[config.mk]
export PLATFORM = sky130hd
export DESIGN_NAME = tick_gen
export DESIGN_NICKNAME = d
export VERILOG_FILES = /design/src/rtl/tick_gen.sv
export SDC_FILE = /design/constraint.sdc
export NUM_CORES = 1
export LEC_CHECK = 0
export ABC_CLOCK_PERIOD_IN_PS = 9100
export CORE_UTILIZATION = 60
export CTS_BUF_LIST = sky130_fd_sc_hd__clkbuf_8
export DETAILED_ROUTE_END_ITERATION = 6
export PLACE_DENSITY = 0.79
export SLEW_MARGIN = 20
export SYNTH_ARGS = -nofsm -noshare
export SYNTH_HDL_FRONTEND = slang
export SYNTH_SLANG_ARGS = --single-unit
[constraint.sdc]
create_clock -name clk -period 9.1 [get_ports clk]
set_input_delay 2.275 -clock clk [delete_from_list [all_inputs] [get_ports clk]]
set_output_delay 2.275 -clock clk [all_outputs]
set_load 0.005 [all_outputs]
[src/rtl/tick_gen.sv]
// tick_gen: multi-channel timebase for the board designs.
//
// Produces NUM_CH independent single-cycle tick strobes from the system
// clock. Each channel has its own runtime-loadable divisor, count enable and
// restart. The block also produces a 50% duty display-refresh clock and a
// digit-scan index for the 7-segment multiplexer. Downstream logic uses the
// ticks as clock enables, never as clocks.
//
// Parameters:
//   NUM_CH     number of tick channels
//   CNT_W      divisor / counter width per channel
//   DIV_INIT   NUM_CH*CNT_W reset divisors, channel 0 in the LSBs
//   DISP_LOG2  disp_clk period is 2**DISP_LOG2 clock cycles
//   SCAN_W     scan_idx width
//
// Ports:
//   clk       in   system clock
//   rst_n     in   synchronous reset, active low
//   en        in   per-channel count enable
//   clr       in   per-channel synchronous restart (counter to 0)
//   div_load  in   per-channel divisor load strobe (also restarts counter)
//   div_val   in   divisor value shared by all load strobes
//   tick      out  registered one-cycle strobe per channel
//   disp_clk  out  registered 50% duty display-refresh clock
//   scan_idx  out  digit-scan index, advances once per disp_clk period
//
// Build option:
//   TICK_GEN_SYNC_EN  when defined, en and clr pass through a 2-flop
//                     synchroniser before use (2-cycle extra latency);
//                     div_load is not synchronised.

module tick_gen #(
  parameter int                        NUM_CH    = 3,
  parameter int                        CNT_W     = 32,
  parameter logic [NUM_CH*CNT_W-1:0]   DIV_INIT  = {32'd200_000_000,
                                                    32'd100_000_000,
                                                    32'd100_000},
  parameter int                        DISP_LOG2 = 20,
  parameter int                        SCAN_W    = 2
) (
  input  logic                 clk,
  input  logic                 rst_n,
  input  logic [NUM_CH-1:0]    en,
  input  logic [NUM_CH-1:0]    clr,
  input  logic [NUM_CH-1:0]    div_load,
  input  logic [CNT_W-1:0]     div_val,
  output logic [NUM_CH-1:0]    tick,
  output logic                 disp_clk,
  output logic [SCAN_W-1:0]    scan_idx
);

  logic [NUM_CH-1:0]    en_use;
  logic [NUM_CH-1:0]    clr_use;

  logic [CNT_W-1:0]     cnt [NUM_CH];
  logic [CNT_W-1:0]     div [NUM_CH];

  logic [DISP_LOG2-1:0] disp_cnt;
  logic [DISP_LOG2-1:0] disp_cnt_next;

`ifdef TICK_GEN_SYNC_EN
  logic [NUM_CH-1:0]    en_s1;
  logic [NUM_CH-1:0]    en_s2;
  logic [NUM_CH-1:0]    clr_s1;
  logic [NUM_CH-1:0]    clr_s2;

  // Two-flop synchroniser for switch-driven enable and restart inputs.
  // Cleared by reset so a channel never sees a stale enable after reset.
  always_ff @(posedge clk) begin
    if (!rst_n) begin
      en_s1  <= '0;
      en_s2  <= '0;
      clr_s1 <= '0;
      clr_s2 <= '0;
    end else begin
      en_s1  <= en;
      en_s2  <= en_s1;
      clr_s1 <= clr;
      clr_s2 <= clr_s1;
    end
  end

  assign en_use  = en_s2;
  assign clr_use = clr_s2;
`else
  assign en_use  = en;
  assign clr_use = clr;
`endif

  // Per-channel divider. Priority per edge is reset, load, restart, enable.
  // The counter runs 0 .. div-1 and the tick is raised on the edge that
  // sees div-1, so the period is exactly div enabled cycles. A divisor of
  // zero stalls the channel with the counter parked at zero.
  always_ff @(posedge clk) begin
    if (!rst_n) begin
      for (int i = 0; i < NUM_CH; i++) begin
        cnt[i]  <= '0;
        div[i]  <= DIV_INIT[i*CNT_W +: CNT_W];
        tick[i] <= 1'b0;
      end
    end else begin
      for (int i = 0; i < NUM_CH; i++) begin
        if (div_load[i]) begin
          div[i]  <= div_val;
          cnt[i]  <= '0;
          tick[i] <= 1'b0;
        end else if (clr_use[i]) begin
          cnt[i]  <= '0;
          tick[i] <= 1'b0;
        end else if (en_use[i]) begin
          if (div[i] == '0) begin
            cnt[i]  <= '0;
            tick[i] <= 1'b0;
          end else if (cnt[i] == div[i] - CNT_W'(1)) begin
            cnt[i]  <= '0;
            tick[i] <= 1'b1;
          end else begin
            cnt[i]  <= cnt[i] + CNT_W'(1);
            tick[i] <= 1'b0;
          end
        end else begin
          tick[i] <= 1'b0;
        end
      end
    end
  end

  assign disp_cnt_next = disp_cnt + DISP_LOG2'(1);

  // Free-running display timebase, independent of the channel controls.
  // disp_clk is registered from the incremented counter's MSB so it stays
  // aligned with the counter value. The scan index advances on the edge
  // where the counter wraps from all ones back to zero.
  always_ff @(posedge clk) begin
    if (!rst_n) begin
      disp_cnt <= '0;
      disp_clk <= 1'b0;
      scan_idx <= '0;
    end else begin
      disp_cnt <= disp_cnt_next;
      disp_clk <= disp_cnt_next[DISP_LOG2-1];
      if (&disp_cnt) begin
        scan_idx <= scan_idx + SCAN_W'(1);
      end
    end
  end

endmodule
# After elaboration in Yosys (flattened, before gate mapping)
# Memories as Yosys holds them, arrays and structs flattened.
# Cells that the tools add are included.
# totals
register_bits,26
ramBits,192
in_bits,43
output_inout_bits,6
elab_cells,139
mem_count,2
# classes
n_addsub,8
eq_ne,3
muxes,100
bitwise,18
n_reduce_logical,4
# mem_list
name,words,word_bits,rd,rd_ports_with_merged_regs,wr,line_no,rtl
cnt,3,32,3,0,3,55,logic [CNT_W-1:0] cnt [NUM_CH];
div,3,32,3,0,3,56,logic [CNT_W-1:0] div [NUM_CH];
# op_table
cell,n
2-to-1 mux 32 bit,18
"adder 32 x 1 -> 32 bit, second input constant",3
== test 32 bit,3
zero test 32 bit,3
"subtractor 32 x 1 -> 32 bit, second input constant",3
2-to-1 mux 1 bit,82
"adder 20 x 1 -> 20 bit, second input constant",1
AND reduction 20 bit,1
bitwise OR 1 bit,18
"adder 2 x 1 -> 2 bit, second input constant",1

# Logic depth before layout (Yosys ltp)
# depth
depth_word,11
depth_mapped,12
mapped_depth_nobuf,10

# Worst setup path before layout
# No wires, ideal clock.
# synth_timing
kind,input -> register
start,input div_load[0]
end,"memory cnt[0][0], enable pin"
setup_ns,0.390
arrival_ns,3.995
required_time_ns,8.710
slack_ns,4.715
cell_stages,2
path_buffers,0
path_cell_list,nand2b_1 or3_1
# synth_lines
item,line_no,rtl
from (decl),45,"input logic [NUM_CH-1:0] div_load,"
to (decl),55,

==> results.md <==
- Total power: 2.35 mW
- Die width: 148 um
- Antenna violations before repair: 0
- Worst setup SP type: input port
- Clock transition at path regs: 60 ps
- Total Neg Setup Slack: 0 ps
- Relative slew slack: 0.362
- Cell variety after synth: 60
- Clock Latency Late Sink: 540 ps
- Syn_area_per_cell: 10.4 um^2
- Clk sinks: 217
- H-tree depth reported by CTS: 2
- Routed wire per std cell: 18.8 um
- Grt ovf: 0
- DR vias/cell: 6.01
- Power share of the sequential group: 0.522
- 1st-pass router iterations: 5
- CP Capture Type: register
- # port buffers: 48
- Syn nets: 1279
- Unrepaired setup endpoints after global routing: no
- Sw frac: 0.261
- Final Hold Viols: 0
- Clock period minus worst slack: 4420 ps
- Share of cells above drive strength 1: 0.0660
- P per Cell Area: 165 mW/mm^2
- # resized after CTS: 0
- Num CTS Buffers: 37
- Root Driver: clkbuf_8
- WP data required: 9450 ps
- Max clock buf depth: 3
- CTS tree: done
- Starting Density: 0.609
- HPWL Detailed: 21.2 mm
- EDFF count, synth: 192
- Total leakage power: 4.84 nW
- FF-to-FF Start: div[0][32]$_DFFE_PP_
- Internal cell power: 1.73 mW
- Final slew viol count: 0
- FF+latch area: 0.00627 mm^2
- R2R cell count: 11
- N_diodes: 0
- Synth Instances: 1229
- Post-synthesis async set-or-reset flop share: 0
- WL final: 29.9 mm
- Maximum VDD drop: 0.138 mV
- Seq/Total Area, Yosys: 0.491
- Final period utilization: 0.485
- Final ANT Viol Nets: 0
- Combinational share of power: 0.108
- Post-CTS Setup Inserts: 0
- Routability congestion estimate: 0.885
- # rows: 53
- Worst-margin pin slew: 948 ps
- First-pass GRT wire length: 47.6 mm
- Clock Power Share: 0.370
- DRT iter0 DRCs: 789
- Post-Route Skew: 26.4 ps
- Via count: 9576
- FF+latch count, synth: 217
- Crit path max fanout: 34
- Main synth FF type: edfxtp_1
- Hold Crit Depth: 1
- Sw Pwr: 614 uW
- Largest net degree at the start of global routing: 51
- R2r endpoint: cnt[1][21]$_SDFFCE_PN0P_
- F_max: 226 MHz
- Worst R2R Setup Slack: 4920 ps
- Synth Warn #: 0
- DRC: 0
- Status: finished clean
- Vias in the first global route: 9221
- Combined area of the multi-input logic cells: 0.00627 mm^2
- Cell Area, Synth: 0.0128 mm^2
- Core area: 0.0210 mm^2
- Nets@finish: 1344
- All-Layer GR Usage: 0.279
- WHS Endpoint: disp_cnt[0]$_SDFF_PN0_
- Final setup viols: 0
- Kind of critical path: in2reg
- Hold-fix buffers, CTS: 0
- Signal arrival time at the worst endpoint: 4770 ps
- Top Ports: 49
- Fillers: 1625
- Die area: 0.0219 mm^2
- Worst min path class: reg2reg
- Min-delay src: disp_cnt[0]$_SDFF_PN0_
- Max cap viols: 0
- Die Y: 148 um
- Area delta synth->final: 11.4%
[worst max path at each step]
| stage | start | end | slack [ps] | depth (start not counted) |
|---|---|---|---|---|
| after floorplan | div_load[0] | cnt[0][0]$_SDFFCE_PN0P_ | 4720 | 2 |
| after global placement | rst_n | cnt[1][10]$_SDFFCE_PN0P_ | 4170 | 6 |
| after detailed placement | rst_n | cnt[1][21]$_SDFFCE_PN0P_ | 4110 | 6 |
| after CTS | rst_n | cnt[1][17]$_SDFFCE_PN0P_ | 4640 | 6 |
| after global routing | rst_n | cnt[1][31]$_SDFFCE_PN0P_ | 4320 | 6 |
| final | rst_n | cnt[1][31]$_SDFFCE_PN0P_ | 4680 | 6 |
[Yosys cell counts (all sizes together), types with 13 or more instances]
cell	count	area (um^2)
or3	21	136
edfxtp	192	5770
nand3	74	370
a21oi	13	65.1
dfxtp	25	500
xor2	113	990
xnor2	133	1160
inv	22	82.6
nor3	60	300
and2	57	357
nor2	134	538
nor4	44	318
nand2b	37	231
or4	18	143
o21ai	15	75.1
nand2	65	244
and3	26	163
clkbuf	22	82.6
nand4	36	225
[cell usage in the layout, fill, tap and decap left out, types with 25 or more instances in the layout]
cell             synthesis  routed
nand2b_1                37      37
nor2_1                 120     120
dfxtp_1                 25      25
inv_1                   22      29
clkdlybuf4s50_1          0      48
xnor2_1                133     133
edfxtp_1               192     192
clkbuf_8                 0      38
nand2_1                 65      65
nand4_1                 36      36
nor4_1                  40      40
xor2_1                 113     113
nand3_1                 74      74
and2_1                  56      56
nor3_1                  60      60
and3_1                  26      26
[through the flow]
stage / hold slack (ps) / util / cell area (um^2) / instances / worst slack, ps
finish: 458 / 0.679 / 14200 / 1593 / 4680
global route: 489 / 0.679 / 14200 / 1593 / 4320
CTS: 457 / 0.679 / 14200 / 1593 / 4640
detailed placement: 434 / 0.645 / 13500 / 1530 / 4110
global placement: 425 / 0.645 / 13500 / 1530 / 4170
floorplan: 412 / - / 12800 / 1229 / 4720
[cell families after synthesis]
family	after synthesis	share of synthesized area
and+or+nand+nor	625	0.271
xor gates and xnor gates	246	0.169
muxes	4	0.00314
AOI/OAI and AO/OA	76	0.0413
adders and majority gates	7	0.00686
DFF	217	0.491
buffers and inverters	54	0.0188
[power by group through the flow]
stage	clock network, mW	registers [mW]	logic (mW)
after floorplan	0	1.21	0.186
after global placement	0	1.24	0.241
after detailed placement	0	1.24	0.247
after CTS	0.878	1.22	0.250
after global routing	0.921	1.23	0.276
final	0.869	1.23	0.253
[flip-flops by register name (all words and copies together) (netlist names)]
name and flops:
cnt 96, disp_cnt 20, div 96, scan_idx 2, tick 3
[layer usage]
metal  track usage  up-vias  part of all wire
met5             0        -                 0
met4        0.0918        0             0.025
met3        0.0478       64             0.069
met2         0.460      349              0.48
met1         0.374     4565              0.43
li1              -     4598                 -
[critical path: stages]
cell and delay (ps):
clkdlybuf4s50_1 930, nand2b_1 110, buf_4 290, nor3b_1 290
nand2_1 490, nor3_1 340
[final cells by class]
class / instances / area share
multi-input combinational: 958 / 0.441
clock buffer: 38 / 0.0368
inverter: 22 / 0.00580
tap: 275 / 0.0242
timing repair buffer: 58 / 0.0391
sequential: 217 / 0.440
clock inverter: 25 / 0.0128
(Power assumes the default switching activity.)
